$ cat config.mk
export PLATFORM = sky130hd
export DESIGN_NAME = irq_grant_decoder_flat
export DESIGN_NICKNAME = d
export VERILOG_FILES = /design/src/rtl/irq_grant_decoder_pkg.sv /design/src/rtl/irq_grant_decoder_if.sv /design/src/rtl/irq_grant_decoder_ack_timer.sv /design/src/rtl/irq_grant_decoder.sv /design/src/flat_wrapper.sv
export SDC_FILE = /design/constraint.sdc
export NUM_CORES = 1
export LEC_CHECK = 0
export BUFFER_PORTS_ARGS = -buffer_cell sky130_fd_sc_hd__buf_2
export CAP_MARGIN = 20
export CELL_PAD_IN_SITES_DETAIL_PLACEMENT = 1
export CELL_PAD_IN_SITES_GLOBAL_PLACEMENT = 2
export CORE_UTILIZATION = 30
export CTS_CLUSTER_SIZE = 20
export DETAILED_ROUTE_END_ITERATION = 7
export PLACE_DENSITY_LB_ADDON = 0.1
export SYNTH_ARGS = -nofsm -noshare
export SYNTH_HDL_FRONTEND = slang
export SYNTH_SLANG_ARGS = --single-unit
$ cat constraint.sdc
create_clock -name CK -period 5.7 [get_ports CK]
set_input_delay 0.57 -clock CK [delete_from_list [all_inputs] [get_ports CK]]
set_output_delay 0.57 -clock CK [all_outputs]
set_load 0.05 [all_outputs]
$ cat src/rtl/irq_grant_decoder_pkg.sv
// Shared types and helpers for the interrupt grant decoder.
// Optional statistics are enabled with IRQ_GRANT_DECODER_STATS_EN.
package irq_grant_pkg;

  localparam int NBANK = 3;
  localparam int NCHAN = 9;
  localparam int NREQ  = NBANK * NCHAN;

  // Limits at the width of the grant fields, so range checks stay unsigned.
  localparam logic [1:0] BANK_LIM = 2'(NBANK);
  localparam logic [3:0] CHAN_LIM = 4'(NCHAN);

  typedef enum logic [1:0] {
    IDLE    = 2'd0,
    ACK     = 2'd1,
    RELEASE = 2'd2
  } state_t;

  // Flat request index: bank * NCHAN + chan.
  function automatic logic [4:0] flat_idx(input logic [1:0] bank, input logic [3:0] chan);
    return (5'(bank) * 5'(NCHAN)) + 5'(chan);
  endfunction

  // True when the grant names an existing requester.
  function automatic logic in_range(input logic [1:0] bank, input logic [3:0] chan);
    return (bank < BANK_LIM) && (chan < CHAN_LIM);
  endfunction

endpackage

$ cat src/rtl/irq_grant_decoder_if.sv
// Grant / request / acknowledge bundle between the priority encoder,
// the request sources and the grant decoder.
// Statistics ports exist only with IRQ_GRANT_DECODER_STATS_EN.
interface irq_grant_decoder_if;
  import irq_grant_pkg::*;

  logic                  grant_valid;
  logic [1:0]            grant_bank;
  logic [3:0]            grant_chan;
  logic                  grant_ready;
  logic [NREQ-1:0]       req_in;
  logic [NREQ-1:0]       ack_out;
  logic                  busy;
  logic [4:0]            cur_idx;
  logic                  done_pulse;
  logic                  timeout_pulse;
  logic                  err_pulse;
`ifdef IRQ_GRANT_DECODER_STATS_EN
  logic                  stats_clr;
  logic [16*NBANK-1:0]   svc_count;
`endif

  // Encoder and request-source side.
  modport master (
    output grant_valid, grant_bank, grant_chan, req_in,
    input  grant_ready, ack_out, busy, cur_idx,
    input  done_pulse, timeout_pulse, err_pulse
`ifdef IRQ_GRANT_DECODER_STATS_EN
    , output stats_clr
    , input  svc_count
`endif
  );

  // Decoder side.
  modport slave (
    input  grant_valid, grant_bank, grant_chan, req_in,
    output grant_ready, ack_out, busy, cur_idx,
    output done_pulse, timeout_pulse, err_pulse
`ifdef IRQ_GRANT_DECODER_STATS_EN
    , input  stats_clr
    , output svc_count
`endif
  );

endinterface

$ cat src/rtl/irq_grant_decoder_ack_timer.sv
// Loadable down-counter with a registered zero flag. Counting stops at
// zero; a load always wins over a decrement.
module irq_ack_timer #(
  parameter int W = 4
) (
  input  logic         clk,
  input  logic         rst_n,
  input  logic         load,
  input  logic [W-1:0] load_val,
  input  logic         dec,
  output logic         zero
);

  logic [W-1:0] count_r;
  logic         zero_r;

  // Counter and zero flag, updated together so zero never lags the count.
  always_ff @(posedge clk or negedge rst_n) begin
    if (!rst_n) begin
      count_r <= {W{1'b0}};
      zero_r  <= 1'b1;
    end else if (load) begin
      count_r <= load_val;
      zero_r  <= (load_val == {W{1'b0}});
    end else if (dec && !zero_r) begin
      count_r <= count_r - W'(1);
      zero_r  <= (count_r == W'(1));
    end else begin
      count_r <= count_r;
      zero_r  <= zero_r;
    end
  end

  assign zero = zero_r;

endmodule

$ cat src/rtl/irq_grant_decoder.sv
// Interrupt grant decoder: turns a {bank, channel} grant into a one-hot
// acknowledge held until the request drops or a timeout expires.
// Optional per-bank completion counters: IRQ_GRANT_DECODER_STATS_EN.
module irq_grant_decoder
  import irq_grant_pkg::*;
#(
  parameter int TIMEOUT = 16
) (
  input logic              CK,
  input logic              RST_N,
  irq_grant_decoder_if.slave bus
);

  localparam int TW = $clog2(TIMEOUT);

  state_t          state_r;
  logic [NREQ-1:0] ack_r;
  logic [4:0]      cur_idx_r;
  logic            grant_ready_r;
  logic            busy_r;
  logic            done_r;
  logic            timeout_r;
  logic            err_r;

  logic [4:0]      idx_s;
  logic            accept_s;
  logic            reject_s;
  logic            req_hit_s;
  logic            dec_s;
  logic            done_evt_s;
  logic            zero_s;

  // Grant qualification and ACK-phase decisions from current state and inputs.
  always_comb begin
    idx_s      = flat_idx(bus.grant_bank, bus.grant_chan);
    accept_s   = 1'b0;
    reject_s   = 1'b0;
    req_hit_s  = bus.req_in[cur_idx_r];
    dec_s      = 1'b0;
    done_evt_s = 1'b0;
    if (state_r == IDLE && bus.grant_valid) begin
      if (in_range(bus.grant_bank, bus.grant_chan)) begin
        accept_s = 1'b1;
      end else begin
        reject_s = 1'b1;
      end
    end else if (state_r == ACK) begin
      done_evt_s = !req_hit_s;
      dec_s      = req_hit_s && !zero_s;
    end else begin
      accept_s = 1'b0;
    end
  end

  irq_ack_timer #(.W(TW)) u_timer (
    .clk      (CK),
    .rst_n    (RST_N),
    .load     (accept_s),
    .load_val (TW'(TIMEOUT - 1)),
    .dec      (dec_s),
    .zero     (zero_s)
  );

  // Service FSM with registered acknowledge, status and pulse outputs.
  always_ff @(posedge CK or negedge RST_N) begin
    if (!RST_N) begin
      state_r       <= IDLE;
      ack_r         <= {NREQ{1'b0}};
      cur_idx_r     <= 5'd0;
      grant_ready_r <= 1'b1;
      busy_r        <= 1'b0;
      done_r        <= 1'b0;
      timeout_r     <= 1'b0;
      err_r         <= 1'b0;
    end else begin
      done_r    <= 1'b0;
      timeout_r <= 1'b0;
      err_r     <= 1'b0;
      case (state_r)
        IDLE: begin
          if (accept_s) begin
            state_r       <= ACK;
            cur_idx_r     <= idx_s;
            ack_r         <= {{(NREQ-1){1'b0}}, 1'b1} << idx_s;
            grant_ready_r <= 1'b0;
            busy_r        <= 1'b1;
          end else if (reject_s) begin
            err_r <= 1'b1;
          end
        end
        ACK: begin
          // A request drop beats an expiring timer in the same cycle.
          if (done_evt_s) begin
            state_r <= RELEASE;
            ack_r   <= {NREQ{1'b0}};
            done_r  <= 1'b1;
          end else if (zero_s) begin
            state_r   <= RELEASE;
            ack_r     <= {NREQ{1'b0}};
            timeout_r <= 1'b1;
          end
        end
        RELEASE: begin
          state_r       <= IDLE;
          grant_ready_r <= 1'b1;
          busy_r        <= 1'b0;
        end
        default: begin
          state_r       <= IDLE;
          ack_r         <= {NREQ{1'b0}};
          grant_ready_r <= 1'b1;
          busy_r        <= 1'b0;
        end
      endcase
    end
  end

  assign bus.grant_ready   = grant_ready_r;
  assign bus.ack_out       = ack_r;
  assign bus.busy          = busy_r;
  assign bus.cur_idx       = cur_idx_r;
  assign bus.done_pulse    = done_r;
  assign bus.timeout_pulse = timeout_r;
  assign bus.err_pulse     = err_r;

`ifdef IRQ_GRANT_DECODER_STATS_EN
  logic [1:0]  cur_bank_r;
  logic [15:0] cnt_r [NBANK];

  // Bank of the grant in service, kept alongside cur_idx for the counters.
  always_ff @(posedge CK or negedge RST_N) begin
    if (!RST_N) begin
      cur_bank_r <= 2'd0;
    end else if (accept_s) begin
      cur_bank_r <= bus.grant_bank;
    end else begin
      cur_bank_r <= cur_bank_r;
    end
  end

  // Saturating per-bank count of services completed by request drop.
  always_ff @(posedge CK or negedge RST_N) begin
    if (!RST_N) begin
      for (int b = 0; b < NBANK; b++) cnt_r[b] <= 16'd0;
    end else if (bus.stats_clr) begin
      for (int b = 0; b < NBANK; b++) cnt_r[b] <= 16'd0;
    end else begin
      for (int b = 0; b < NBANK; b++) begin
        if (done_evt_s && (cur_bank_r == 2'(b)) && (cnt_r[b] != 16'hFFFF)) begin
          cnt_r[b] <= cnt_r[b] + 16'd1;
        end
      end
    end
  end

  for (genvar g = 0; g < NBANK; g++) begin : g_cnt
    assign bus.svc_count[16*g +: 16] = cnt_r[g];
  end
`endif

endmodule

$ cat src/flat_wrapper.sv
// flat-port wrapper written by rule: the top's interface ports become plain ports
module irq_grant_decoder_flat import irq_grant_pkg::*;
#(
  parameter int TIMEOUT = 16
)
  (CK, RST_N, bus_grant_valid, bus_grant_bank, bus_grant_chan, bus_req_in, bus_grant_ready, bus_ack_out, bus_busy, bus_cur_idx, bus_done_pulse, bus_timeout_pulse, bus_err_pulse);
  irq_grant_decoder_if bus_i ();
  input logic CK;
  input logic RST_N;
  input wire logic [$bits(bus_i.grant_valid)-1:0] bus_grant_valid;
  input wire logic [$bits(bus_i.grant_bank)-1:0] bus_grant_bank;
  input wire logic [$bits(bus_i.grant_chan)-1:0] bus_grant_chan;
  input wire logic [$bits(bus_i.req_in)-1:0] bus_req_in;
  output wire logic [$bits(bus_i.grant_ready)-1:0] bus_grant_ready;
  output wire logic [$bits(bus_i.ack_out)-1:0] bus_ack_out;
  output wire logic [$bits(bus_i.busy)-1:0] bus_busy;
  output wire logic [$bits(bus_i.cur_idx)-1:0] bus_cur_idx;
  output wire logic [$bits(bus_i.done_pulse)-1:0] bus_done_pulse;
  output wire logic [$bits(bus_i.timeout_pulse)-1:0] bus_timeout_pulse;
  output wire logic [$bits(bus_i.err_pulse)-1:0] bus_err_pulse;
  assign bus_i.grant_valid = bus_grant_valid;
  assign bus_i.grant_bank = bus_grant_bank;
  assign bus_i.grant_chan = bus_grant_chan;
  assign bus_i.req_in = bus_req_in;
  assign bus_grant_ready = bus_i.grant_ready;
  assign bus_ack_out = bus_i.ack_out;
  assign bus_busy = bus_i.busy;
  assign bus_cur_idx = bus_i.cur_idx;
  assign bus_done_pulse = bus_i.done_pulse;
  assign bus_timeout_pulse = bus_i.timeout_pulse;
  assign bus_err_pulse = bus_i.err_pulse;
  irq_grant_decoder #(.TIMEOUT(TIMEOUT)) u_core (.CK(CK), .RST_N(RST_N), .bus(bus_i));
endmodule
# Word-level counts from Yosys, hierarchy flattened

Index checks and enable logic that the tools add are counted.
Widths: inputs -> output; s select.

Bitwise operators: 2
Reduce and logical (&&, ||, !) cells: 12
Multiplexer cells: 34
$add $sub $neg: 2
Magnitude comparators: 3
Multipliers: 1
Eq/ne operators: 5
Shifts and indexed selects: 1
Divide/modulo/power cells: 0

Operators by type and width:

| cell                 | number |
|---|---|
| $mux 27              | 3 |
| $pmux 27 s3          | 1 |
| $shl 1x5->27 const A | 1 |
| $mux 1               | 21 |
| $mux 4               | 2 |
| $lt 5x6->1 const B   | 1 |
| $mux 2               | 3 |
| $reduce_and 2->1     | 3 |
| $add 5x4->5          | 1 |
| $bmux 1 s5           | 1 |
| $mul 2x4->5 const B  | 1 |
| $eq 4x1->1 const B   | 1 |
| $logic_and 1x1->1    | 4 |
| $lt 4x4->1 const B   | 1 |
| $pmux 1 s2           | 2 |
| $pmux 2 s2           | 1 |
| $sub 4x1->4 const B  | 1 |
| $ne 3x2->1 const B   | 1 |
| $reduce_and 3->1     | 1 |
| $eq 2x1->1 const B   | 1 |
| $eq 2x2->1 const B   | 1 |
| $logic_not 1->1      | 2 |
| $logic_not 2->1      | 1 |
| $lt 2x2->1 const B   | 1 |
| 3 further kinds      | 4 |

Bits in read-only memories: 0
Bits of input ports: 36
Memories: 0
Register bits: 44
Logic and storage cells: 70
Bits in latches: 0
Bits in writable memories: 0

# Longest topological paths before layout

Word-level depth: 8
Depth in mapped cells: 8
Gate-level depth less buffers: 8

# Hierarchy

From an unflattened synthesis, not the netlist that was laid out.

Cell total of the unflattened synthesis: 197
Area total of the unflattened synthesis: 2,296.0 µm²

Modules (own cells, without submodules):

| module            | seq. area each (µm²) | times used | area each (µm²) | cells each |
|---|---|---|---|---|
| irq_grant_decoder | 977.2                | 1          | 1,993.2         | 167 |
| irq_ack_timer     | 126.4                | 1          | 302.8           | 30 |

# Worst setup path after synthesis

OpenSTA, ideal clock, no wires.

Kind: in2reg
Start: input port bus_grant_chan[1]
End: register u_core.ack_r[24], in the netlist u_core.bus.ack_out[24]
Stages on the path: 6
Data arrival time: 2,382 ps
Path slack: 3,253 ps
Buffers on the path: 0
Cells stage by stage: ha_1 ha_1 fa_1 or4_1 nor3_1 a21o_1

Elaborated cells between the ends (all ways): 10
Classes of those cells: add/sub (1); order compare (1); eq/ne (1); shift (1); mux (4); reduce/logical (2)

RTL lines:

| what                 | RTL line                    | text |
|---|---|---|
| start, declared      | flat_wrapper.sv:12          | `input wire logic [$bits(bus_i.grant_chan)-1:0] bus_grant_chan;` |
| $add 5x4->5          | irq_grant_decoder_pkg.sv:21 | `return (5'(bank) * 5'(NCHAN)) + 5'(chan);` |
| via u_core.idx_s[2]  | irq_grant_decoder.sv:25     | `logic [4:0] idx_s;` |
| $shl 1x5->27         | irq_grant_decoder.sv:84     | `ack_r <= {{(NREQ-1){1'b0}}, 1'b1} << idx_s;` |
| $mux 27              | irq_grant_decoder.sv:81     | `if (accept_s) begin` |
| $pmux 27 s3          | irq_grant_decoder.sv:79     | `case (state_r)` |
| end signal, assigned | irq_grant_decoder.sv:84     |  |
| end signal, assigned | irq_grant_decoder.sv:95     | `ack_r <= {NREQ{1'b0}};` |
| end signal, assigned | irq_grant_decoder.sv:99     | `ack_r <= {NREQ{1'b0}};` |
| end, declared        | irq_grant_decoder.sv:17     | `logic [NREQ-1:0] ack_r;` |

The timed path passes the listed nets, and every way through them passes these cells. The select of a mux whose other input is x is not followed.
A chain may end at the register's enable or synchronous reset.

# Worst setup path after layout

Start: input port bus_grant_chan[1]
End: register u_core.ack_r[15], in the netlist u_core.bus.ack_out[15]

Cells in the longest elaborated chain, start to end: 6
Elaborated cells between the ends (all ways): 10
Classes of those cells: add/sub (1); order compare (1); eq/ne (1); shift (1); mux (4); reduce/logical (2)

RTL lines:

| what                       | RTL line                    | text |
|---|---|---|
| $lt 4x4->1                 | irq_grant_decoder_pkg.sv:26 | `return (bank < BANK_LIM) && (chan < CHAN_LIM);` |
| $logic_and 1x1->1          | irq_grant_decoder_pkg.sv:26 |  |
| $mux 1                     | irq_grant_decoder.sv:42     | `if (in_range(bus.grant_bank, bus.grant_chan)) begin` |
| $mux 1                     | irq_grant_decoder.sv:41     | `if (state_r == IDLE && bus.grant_valid) begin` |
| $ne 2x1->1 (no line)       | --                          |  |
| $reduce_and 3->1 (no line) | --                          |  |
| end signal, assigned       | irq_grant_decoder.sv:68     | `ack_r <= {NREQ{1'b0}};` |
| end signal, assigned       | irq_grant_decoder.sv:84     |  |
| end signal, assigned       | irq_grant_decoder.sv:95     |  |

Several ways; a longest one is shown, not always the timed one. The select of a mux whose other input is x is not followed.

==> flow_metrics.env <==
export IMPL_dr_pass1_iters=4
export IMPL_hold_slack_ns=0.140
export IMPL_first_global_vias=1846
export IMPL_synth_async_reset_ratio_pct=100
export IMPL_worst_ep_required_time_ns=5.93
export IMPL_synth_flop_cell="dfrtp_1"
export IMPL_yosysTopAreaCellShare_pct=46.5
export IMPL_synthToLayoutAreaGrowth_pct=23.0
export IMPL_dieArea_um2=7890
export IMPL_p_per_area_nw_per_um2=418
export IMPL_maxSlewViolCount=0
export IMPL_start_util_pct=31.2
export IMPL_synth_nets=239
export IMPL_nets=311
export IMPL_crit_path_start_kind="primary input"
export IMPL_maxCapViolCount=0
export IMPL_postCtsSetupBuffers=0
export IMPL_grtUsageMet1_pct=19.4
export IMPL_fill_cells=850
export IMPL_grt_max_degree=45
export IMPL_finalCriticalPeriod_ns=2.54
export IMPL_leakage_uw=0.00141
export IMPL_clockBufferDepth=2
export IMPL_fin_skew_ns=0.00362
export IMPL_finalPower_uw=1160
export IMPL_track_usage_pct=15.2
export IMPL_yosysWarnings=0
export IMPL_relSlewSlack_pct=53.6
export IMPL_min_path_type="in -> async"
export IMPL_rsz0062_at_grt="false"
export IMPL_synth_area_leaders="dfrtp_1, mux2i_1, a22o_1"
export IMPL_grt_busiest_layer="met2"
export IMPL_crit_fanout=5
export IMPL_worstPathArrival_ns=2.76
export IMPL_die_x_um=88.8
export IMPL_clk_pin_slew_ns=0.08
export IMPL_synth_seq_cells=44
export IMPL_drive_gt1_share_pct=37.3
export IMPL_fmax_mhz=394
export IMPL_worstSetupPathType="in -> reg"
export IMPL_antenna_found_initial=0
export IMPL_dp_hpwl_mm=4.17
export IMPL_port_buffers=72
export IMPL_core_area_um2=7250
export IMPL_use_met3_pct=3.45
export IMPL_routed_wl_mm=5.61
export IMPL_period_share_pct=44.5
export IMPL_finalHoldViolCount=0
export IMPL_grt_pass1_wl_mm=9.08
export IMPL_cts_root_buf="clkbuf_8"
export IMPL_diodes=0
export IMPL_ant_nets=0
export IMPL_totalNegativeSetupSlack_ns=0
export IMPL_gp_congestion=0.704
export IMPL_met2_usage_pct=26.2
export IMPL_ys_seq_area_share_pct=48.8
export IMPL_vias_per_cell=4.84
export IMPL_rows=31
export IMPL_final_cell_mix="buf_2, dfrtp_1, nor2_1"
export IMPL_route_detailed_drc=0
export IMPL_synth_top_cell_by_area="dfrtp_1"
export IMPL_synth_cells=195
export IMPL_clock_latency_ns=0.29
export IMPL_post_route_cell_area_um2=2780
export IMPL_die_y_um=88.8
export IMPL_cts_tree="yes"
export IMPL_cts_buffers=5
export IMPL_irDropWorstVdd_mv=0.124
export IMPL_layout_commonest_cell="buf_2"
export IMPL_htree_num_levels=2
export IMPL_grt_ovfl_total=0
export IMPL_ctsHoldBuffers=0
export IMPL_cp_end_kind="flip-flop"
export IMPL_setup_violations_final=0
export IMPL_place_area_um2=2670
export IMPL_yosysUniqueCellTypes=47
export IMPL_synth_area_per_cell_um2=11.6
export IMPL_first_iter_violations=61
export IMPL_wire_per_inst_um=15.3
export IMPL_io_pins=73
export IMPL_cts_resized=0
export IMPL_status="finished, final reports clean"
export IMPL_clock_sinks=44
export IMPL_dr_total_vias=1777
export IMPL_syn_cell_area_um2=2260
export IMPL_worst_pin_slew_ns=0.694
export IMPL_synth_edff_count=0
-- final timing paths --
| kind | slack (ns) | from | depth (start not counted) | to |
|---|---|---|---|---|
| max reg2reg | 3.28 | u_core.bus.cur_idx[1]$_DFFE_PN0P_ | 6 | u_core.bus.ack_out[5]$_DFFE_PN0P_ |
| max in group asynchronous | 5.03 | RST_N | 2 | u_core.bus.grant_ready$_DFFE_PN1P_ |
| min reg2reg | 0.48 | u_core.bus.ack_out[24]$_DFFE_PN0P_ | 1 | u_core.bus.ack_out[24]$_DFFE_PN0P_ |
| max | 3.16 | bus_grant_chan[1] | 8 | u_core.bus.ack_out[15]$_DFFE_PN0P_ |
| min | 0.14 | RST_N | 1 | u_core.bus.cur_idx[3]$_DFFE_PN0P_ |
| min in group CK | 0.48 | u_core.bus.ack_out[24]$_DFFE_PN0P_ | 1 | u_core.bus.ack_out[24]$_DFFE_PN0P_ |
-- per-layer routing --
| layer | up-vias | part of all wire (%) |
|---|---|---|
| met5 | - | 0 |
| met4 | 0 | 0.48 |
| met3 | 5 | 5.4 |
| met2 | 48 | 48 |
| met1 | 871 | 46 |
| li1 | 853 | - |
-- registers in the layout, summed over array words and instances (netlist names) --
name / count
u_core.u_timer.zero: 1
u_core.bus.cur_idx: 5
u_core.bus.timeout_pulse: 1
u_core.bus.busy: 1
u_core.bus.done_pulse: 1
u_core.u_timer.count_r: 4
u_core.state_r: 2
u_core.bus.err_pulse: 1
u_core.bus.grant_ready: 1
u_core.bus.ack_out: 27
-- kinds of logic after synthesis --
kind of cell             synth area share, %
AND/OR/NAND/NOR                         15.7
buffers and inverters                   4.59
AO/OA/AOI/OAI                           15.9
XOR/XNOR                                1.55
adder cells (fa/ha/maj)                 4.76
multiplexers                            8.74
flip-flops                              48.8
-- cell usage after synthesis (3+ instances only) --
cell and n:
a22o_2 7, nand2_1 16, nor3_1 6, buf_6 3, mux2i_1 13, dfrtp_1 42
inv_1 7, nor2b_1 6, ha_1 7, and2_1 3, a22o_1 13, nor2_1 18
a21oi_1 6, mux4_2 3
-- where the power goes --
part	switching (µW)	internal, µW
sequential	81.1	367
clock	102	98.5
combinational	341	173
-- metrics by stage --
step	utilization [%]	cells	worst slack [ns]
finish	38.4	367	3.16
global route	38.4	367	3.00
floorplan	-	195	3.25
detailed placement	36.8	358	2.85
CTS	38.1	366	3.15
global placement	36.8	358	2.78
-- worst max-delay path, stage by stage --
cell and delay (ns):
buf_2 0.11, ha_1 0.29, ha_1 0.23, fa_1 0.42, xor2_1 0.31, and2_1 0.30, nor2b_1 0.33, a32o_1 0.21
-- final cells by class --
cell class	count	area (µm²)	area share [%]
Tap cell	99	124	4.45
Clock buffer	7	86.3	3.10
Clock inverter	1	7.51	0.270
Timing Repair Buffer	73	380	13.7
Inverter	7	26.3	0.944
Sequential cell	44	1100	39.7
Multi-Input combinational cell	136	1050	37.9
Note: power is estimated with default switching activity, not from simulation.
